==> config.mk <==
export PLATFORM = sky130hd
export DESIGN_NAME = gshare_pht_flat
export DESIGN_NICKNAME = d
export VERILOG_FILES = /design/src/rtl/gshare_pht_if.sv /design/src/rtl/gshare_pht.sv /design/src/flat_wrapper.sv
export SDC_FILE = /design/constraint.sdc
export NUM_CORES = 1
export LEC_CHECK = 0
export ABC_CLOCK_PERIOD_IN_PS = 4500
export CORE_MARGIN = 3
export CORE_UTILIZATION = 56
export CTS_CLUSTER_DIAMETER = 200
export DETAILED_ROUTE_END_ITERATION = 6
export PLACE_DENSITY = 0.76
export SLEW_MARGIN = 0
export SYNTH_ARGS = -nofsm -noshare
export SYNTH_HDL_FRONTEND = slang
export SYNTH_SLANG_ARGS = --single-unit
==> constraint.sdc <==
create_clock -name clk -period 4.5 [get_ports clk]
set_input_delay 0.9 -clock clk [delete_from_list [all_inputs] [get_ports clk]]
set_output_delay 0.9 -clock clk [all_outputs]
set_load 0.02 [all_outputs]
==> src/rtl/gshare_pht_if.sv <==
// Fetch-side prediction and execute-side resolution signals of the gshare predictor.
// The master is the pipeline; the slave is the predictor.
interface gshare_pht_if #(
    parameter int IDX_WIDTH  = 7,
    parameter int HIST_WIDTH = 7
);
    logic [31:0]           pred_pc;
    logic                  pred_taken;
    logic [IDX_WIDTH-1:0]  pred_idx;
    logic                  upd_valid;
    logic [IDX_WIDTH-1:0]  upd_idx;
    logic                  upd_taken;
    logic                  upd_pred;
    logic [HIST_WIDTH-1:0] ghr;
    logic [31:0]           num_branches;
    logic [31:0]           num_mispredicts;

    modport master (
        output pred_pc, upd_valid, upd_idx, upd_taken, upd_pred,
        input  pred_taken, pred_idx, ghr, num_branches, num_mispredicts
    );

    modport slave (
        input  pred_pc, upd_valid, upd_idx, upd_taken, upd_pred,
        output pred_taken, pred_idx, ghr, num_branches, num_mispredicts
    );
endinterface

==> src/rtl/gshare_pht.sv <==
// Gshare direction predictor: 2-bit counter table indexed by PC xor global history,
// zero-latency lookup and single-port resolution update with statistics.
module gshare_pht #(
    parameter int IDX_WIDTH  = 7,
    parameter int HIST_WIDTH = 7
) (
    input  logic        clk,
    input  logic        rst,
    gshare_pht_if.slave bus
);
    localparam int DEPTH = 1 << IDX_WIDTH;

    logic [1:0]            pht [DEPTH];
    logic [HIST_WIDTH-1:0] ghr_q;
    logic [HIST_WIDTH-1:0] ghr_next;
    logic [31:0]           branches_q;
    logic [31:0]           mispredicts_q;
    logic [IDX_WIDTH-1:0]  ghr_ext;
    logic [IDX_WIDTH-1:0]  lookup_idx;
    logic [1:0]            upd_cur;
    logic [1:0]            upd_next;
    logic                  unused_pc_bits;

    assign ghr_ext    = IDX_WIDTH'(ghr_q);
    assign lookup_idx = bus.pred_pc[IDX_WIDTH+1:2] ^ ghr_ext;

    assign bus.pred_idx        = lookup_idx;
    assign bus.pred_taken      = pht[lookup_idx][1];
    assign bus.ghr             = ghr_q;
    assign bus.num_branches    = branches_q;
    assign bus.num_mispredicts = mispredicts_q;

    assign unused_pc_bits = ^{bus.pred_pc[31:IDX_WIDTH+2], bus.pred_pc[1:0]};

    // Saturating step toward the resolved direction.
    always_comb begin
        upd_cur  = pht[bus.upd_idx];
        upd_next = upd_cur;
        if (bus.upd_taken) begin
            if (upd_cur != 2'b11) upd_next = upd_cur + 2'b01;
        end else begin
            if (upd_cur != 2'b00) upd_next = upd_cur - 2'b01;
        end
    end

    if (HIST_WIDTH == 1) begin : g_hist_one
        assign ghr_next = bus.upd_taken;
    end else begin : g_hist_many
        assign ghr_next = {ghr_q[HIST_WIDTH-2:0], bus.upd_taken};
    end

    always_ff @(posedge clk) begin
        if (rst) begin
            for (int i = 0; i < DEPTH; i++) begin
                pht[i] <= 2'b01;
            end
            ghr_q         <= '0;
            branches_q    <= '0;
            mispredicts_q <= '0;
        end else if (bus.upd_valid) begin
            pht[bus.upd_idx] <= upd_next;
            ghr_q            <= ghr_next;
            branches_q       <= branches_q + 32'd1;
            if (bus.upd_pred != bus.upd_taken) begin
                mispredicts_q <= mispredicts_q + 32'd1;
            end
        end
    end
endmodule
==> src/flat_wrapper.sv <==
// flat-port wrapper written by rule: the top's interface ports become plain ports
module gshare_pht_flat 
#(
    parameter int IDX_WIDTH  = 7,
    parameter int HIST_WIDTH = 7
)
  (clk, rst, bus_pred_pc, bus_upd_valid, bus_upd_idx, bus_upd_taken, bus_upd_pred, bus_pred_taken, bus_pred_idx, bus_ghr, bus_num_branches, bus_num_mispredicts);
  gshare_pht_if #(.IDX_WIDTH(IDX_WIDTH), .HIST_WIDTH(HIST_WIDTH)) bus_i ();
  input  logic clk;
  input  logic rst;
  input wire logic [$bits(bus_i.pred_pc)-1:0] bus_pred_pc;
  input wire logic [$bits(bus_i.upd_valid)-1:0] bus_upd_valid;
  input wire logic [$bits(bus_i.upd_idx)-1:0] bus_upd_idx;
  input wire logic [$bits(bus_i.upd_taken)-1:0] bus_upd_taken;
  input wire logic [$bits(bus_i.upd_pred)-1:0] bus_upd_pred;
  output wire logic [$bits(bus_i.pred_taken)-1:0] bus_pred_taken;
  output wire logic [$bits(bus_i.pred_idx)-1:0] bus_pred_idx;
  output wire logic [$bits(bus_i.ghr)-1:0] bus_ghr;
  output wire logic [$bits(bus_i.num_branches)-1:0] bus_num_branches;
  output wire logic [$bits(bus_i.num_mispredicts)-1:0] bus_num_mispredicts;
  assign bus_i.pred_pc = bus_pred_pc;
  assign bus_i.upd_valid = bus_upd_valid;
  assign bus_i.upd_idx = bus_upd_idx;
  assign bus_i.upd_taken = bus_upd_taken;
  assign bus_i.upd_pred = bus_upd_pred;
  assign bus_pred_taken = bus_i.pred_taken;
  assign bus_pred_idx = bus_i.pred_idx;
  assign bus_ghr = bus_i.ghr;
  assign bus_num_branches = bus_i.num_branches;
  assign bus_num_mispredicts = bus_i.num_mispredicts;
  gshare_pht #(.IDX_WIDTH(IDX_WIDTH), .HIST_WIDTH(HIST_WIDTH)) u_core (.clk(clk), .rst(rst), .bus(bus_i));
endmodule
* Word-level counts from Yosys, hierarchy flattened
Memory sizes are Yosys's and may differ from the RTL's. Index checks and enable logic that the tools add are counted.
Word-level totals: flip-flop bits (word level) 71, latch bits 0, RAM bits 256, memory bits (read-only) 0, input port bits 44, output and inout bits 79, word-level logic and storage cells 25, memories 1
Memories:
- u_core.pht | words 128, bits a word 2, rd ports 2, clocked after Yosys merged registers in 0, wr ports 128, RTL line gshare_pht.sv:13 | logic [1:0] pht [DEPTH];
Cells by class: add/subtract/negate cells 4, multipliers 0, divide/modulo/power cells 0, magnitude comparators 0, eq/ne operators 2, shift operators 0, mux-type cells 11, bitwise gates (word level) 1, reduce and logical (&&, ||, !) cells 3
Operator list (count):
- $add A32 B1 Y32 const B | 2
- $mux W2 | 4
- $mux W7 | 1
- $xor A7 B7 Y7 | 1
- $mux W1 | 6
- $add A2 B1 Y2 const B | 1
- $ne A2 B2 Y1 const B | 1
- $reduce_and A2 Y1 | 1
- $reduce_bool A2 Y1 | 1
- $reduce_or A2 Y1 | 1
- $sub A2 B1 Y2 const B | 1
- $ne A1 B1 Y1 | 1

* Logic depth before layout (Yosys ltp)
depth after elaboration 5, depth in mapped cells 14

* Least setup slack after synthesis
Ideal clock, no wire load.
path kind input port to output port, from input port bus_pred_pc[2], to output port bus_pred_taken, arrival 3.353 ns, path slack 0.247 ns, cell stages on the path 9, cell sequence xor2_1 buf_1 buf_1 mux2i_1 o22ai_1 o21ai_0 o21ai_0 mux4_2 mux2_2
On the way: longest elaborated chain between the ends 2
RTL lines:
- from (decl) | RTL line flat_wrapper.sv:11 | input wire logic [$bits(bus_i.pred_pc)-1:0] bus_pred_pc;
- $xor A7 B7 Y7 | RTL line gshare_pht.sv:25 | assign lookup_idx = bus.pred_pc[IDX_WIDTH+1:2] ^ ghr_ext;
- via bus_pred_idx[0] | RTL line flat_wrapper.sv:17 | output wire logic [$bits(bus_i.pred_idx)-1:0] bus_pred_idx;
- $mem_v2 Z128 W2
- to (decl) | RTL line flat_wrapper.sv:16 | output wire logic [$bits(bus_i.pred_taken)-1:0] bus_pred_taken;
The timed path passes the listed nets, and every way through them passes these cells.

* Worst setup path in the final report
from input port bus_pred_pc[4], to output port bus_pred_taken
On the way: longest elaborated chain between the ends 2
RTL lines (RTL line):
- $xor A7 B7 Y7 | gshare_pht.sv:25
- $mem_v2 Z128 W2
Every way passes these cells.

==> results.toml <==
[outcome]
status = "complete, no violations"

[setup_path]
critical_path_required_ns = 3.60
critical-path-max-stage-delay_ns = 0.50
critPathBufInv = 4
timing.critical_path.from_type = "primary input"
cp_num_cells = 11
cp_slowest_cell = "sky130_fd_sc_hd__clkdlybuf4s50_1"
worst-r2r-setup-slack_ns = 1.50
crit-reg2reg-launch = "u_core.pht[119][1]"
timing.critical_path.max_delay_family = "buffers and inverters"
critPathArrivalTime_ns = 3.58
cp-startpoint = "bus_pred_pc[4]"
cell_by_cell_trace_of_the_critical_path = "clkdlybuf4s50_1 > xor2_2 > nand2b_4 > buf_12 > buf_4 > o22ai_1 > nor2_1 > o21ai_2 > mux4_2 > mux2_2 > clkbuf_2"
worst_r2r_endpoint = "u_core.pht[51][0]"
critical_path.endpoint = "bus_pred_taken"
critical_path_peak_fanout = 15
critPathKind = "primary input to output pin"
worst_r2r_path_depth = 8
timing.critical_path.to_type = "output pin"

[routing]
vias = 15500
route.layer.met1.wl_um = 20800
wl_met2_um = 27200
drt-wirelength-per-cell_um = 26.9
highest-signal-layer = "met5"
totalWireLength_um = 58100
drt_drc_violations_left = 0
vias_per_cell = 7.16
detailroute.wirelength.met3_um = 7040
ant_nets = 0
detail_route.first_pass.iterations = 6
detail_route.iter0.violations = 2282

[place]
preCtsSetupSlack_ns = -0.515
port-buffer-count = 97
dp_hpwl_um = 38400
finalWeightedCongestion = 1.00

[layout]
diodes = 0
final.fill_count = 2371
num-nets-final = 1778
layout.cells.most_common_list = "sky130_fd_sc_hd__edfxtp_1 (256), sky130_fd_sc_hd__o211ai_1 (123), sky130_fd_sc_hd__nor4_1 (120)"
postLayoutCoreUtil_pct = 66.9
layout.cells.most_common = "sky130_fd_sc_hd__edfxtp_1"
seq_area_mm2 = 0.00911
area_growth_pct = 17.3
drive_gt1_share_pct = 16.5
area_occupied_by_multi_input_gates_mm2 = 0.00811

[die]
fp.dieW_um = 186
die_area_mm2 = 0.0345
placement_rows = 65
die_h_um = 186
area_of_the_placeable_core_mm2 = 0.0317
start_util_pct = 57.0
boundaryPins = 123

[global_route]
grt_pass1_wl_um = 87200
grt_antenna_before_repair = 1
global_route.usage.total_pct = 33.1
first_global_vias = 14700
maximum_number_of_pins_on_one_net_before_global_route_repair = 83
overflow = 0

[timing]
slew_headroom_pct = 39.9
layout_worst_path_cycle_share_pct = 99.7
fin_skew_ns = 0.0153
achievable-frequency_ghz = 0.223
report.final.slew_viol_count = 0
holdWs_ns = 0.494
final.setup.worst_slack_ns = 0.0156
setup_violations = 0
worstMarginPinSlew_ns = 0.902
count_of_endpoints_failing_hold_in_the_final_timing_report = 0
tns_ns = 0
min_period_ns = 4.48

[clocking]
total_clock_buffers_created_by_cts = 37
worst_setup_hold_path_clk_slew_ns = 0.06
clock_tree.buffer_depth = 3
root_buffer = "sky130_fd_sc_hd__clkbuf_16"
cts-htree-levels = 2
tritoncts = "yes"
number_of_sinks_on_the_clock_net = 327
clk_latency_ns = 0.53

[yosys]
postSynthRegisterBits = 327
synth.distinct_cells = 70
syn-mean-instance-area_um2 = 11.1
sequential_element_share_of_the_synthesized_area_pct = 50.4
async_reset_ff_share_pct = 0
synthesis.yosys.warnings = 0
postSynth.topFlopCell = "sky130_fd_sc_hd__edfxtp_1"
synth-edff-count = 256
netlist_area_mm2 = 0.0181
synth_nets = 1682
post_synth_inst_count = 1636

[power]
p_leak_uw = 0.00739
power_density_of_the_placed_cells_mw_per_mm2 = 340
ir_worst_vdd_mv = 0.286

[job]
drv.max_cap_violation_count = 0

[min_path]
hold_path.class = "register to register"
[synthesized netlist by cell type, types with 26 or more instances]
library cell / count / area, µm²
sky130_fd_sc_hd__edfxtp_1: 256 / 7690
sky130_fd_sc_hd__o211ai_1: 123 / 923
sky130_fd_sc_hd__nor4_1: 121 / 757
sky130_fd_sc_hd__a21o_1: 118 / 886
sky130_fd_sc_hd__nor2_1: 115 / 432
sky130_fd_sc_hd__clkbuf_1: 100 / 375
sky130_fd_sc_hd__mux2i_1: 92 / 921
sky130_fd_sc_hd__nand2_1: 73 / 274
sky130_fd_sc_hd__dfxtp_1: 71 / 1420
sky130_fd_sc_hd__nand3_1: 45 / 225
sky130_fd_sc_hd__xor2_1: 43 / 377
sky130_fd_sc_hd__buf_2: 36 / 180
sky130_fd_sc_hd__o22ai_1: 36 / 225
sky130_fd_sc_hd__mux2_2: 30 / 338
sky130_fd_sc_hd__o21ai_0: 26 / 130
[flip-flops by register name, indices dropped and copies added, names as in the netlist]
signal                      cells
u_core.pht                    256
u_core.bus.num_branches        32
u_core.bus.num_mispredicts     32
u_core.bus.ghr                  7
[tightest hold or removal path, delay by kind of cell (launching register included)]
kind            cells  cell delay (ns)
flops               1             0.32
compound gates      2             0.13
[cell type report]
class	count	area share (%)
Sequential cell	327	42.9
Multi-Input combinational cell	1112	38.2
Timing Repair Buffer	239	11.3
Clock buffer	46	4.52
Tap cell	402	2.37
Clock inverter	19	0.460
Inverter	15	0.265
[where the power goes]
group	internal, µW	leakage, µW	switching [µW]
clock network	1510	0.000518	1200
registers	3310	0.00286	40.4
logic	418	0.00401	730
total	5240	0.00739	1970
[metrics by stage]
step / cell area [µm²] / total power (µW) / cells
2_1_floorplan: 18100 / 4090 / 1636
3_5_place_dp: 20100 / 4500 / 2092
3_3_place_gp: 20100 / 4480 / 2092
5_1_grt: 21200 / 7400 / 2160
6_report: 21200 / 7210 / 2160
4_1_cts: 21200 / 7200 / 2160
[routing by layer]
metal  global-route usage, %  vias to the layer above
met2                    52.9                     1109
met1                    43.0                     7534
met5                       0                        -
li1                        -                     6575
met3                    8.25                      252
met4                    14.7                        2
[worst min-delay path by stage]
| stage | start | depth (start not counted) | endpoint |
|---|---|---|---|
| after floorplan | u_core.bus.num_mispredicts[31] | 2 | u_core.bus.num_mispredicts[31] |
| after global placement | u_core.bus.num_mispredicts[31] | 2 | u_core.bus.num_mispredicts[31] |
| after detailed placement | u_core.bus.num_mispredicts[31] | 2 | u_core.bus.num_mispredicts[31] |
| after CTS | u_core.bus.num_mispredicts[31] | 2 | u_core.bus.num_mispredicts[31] |
| after global routing | u_core.bus.num_mispredicts[30] | 2 | u_core.bus.num_mispredicts[30] |
| final | u_core.bus.num_mispredicts[31] | 2 | u_core.bus.num_mispredicts[31] |
[repair_timing]
| item | 4_1_cts | 5_1_grt |
|---|---|---|
| setup buffers | 2 | 0 |
| gates resized for setup | 10 | 5 |
| pin swaps | 2 | 2 |
| hold buffers | 0 | 0 |
| endpoints found under the setup margin | 1 | 1 |
| hold endpoints to repair | 0 | 0 |
| cloned | 1 | 0 |
[logic make-up (layout without fill, tap and decap cells)]
logic type	Yosys count	count (layout)	synth area share, %
muxes	148	148	10.1
xor gates and xnor gates	62	62	3.00
adders and majority gates	2	2	0.138
AOI/OAI and AO/OA	416	416	16.8
and+or+nand+nor	484	484	14.1
DFF	327	327	50.4
buffers and inverters	197	319	5.58
Power figures use the tool's default switching activity.
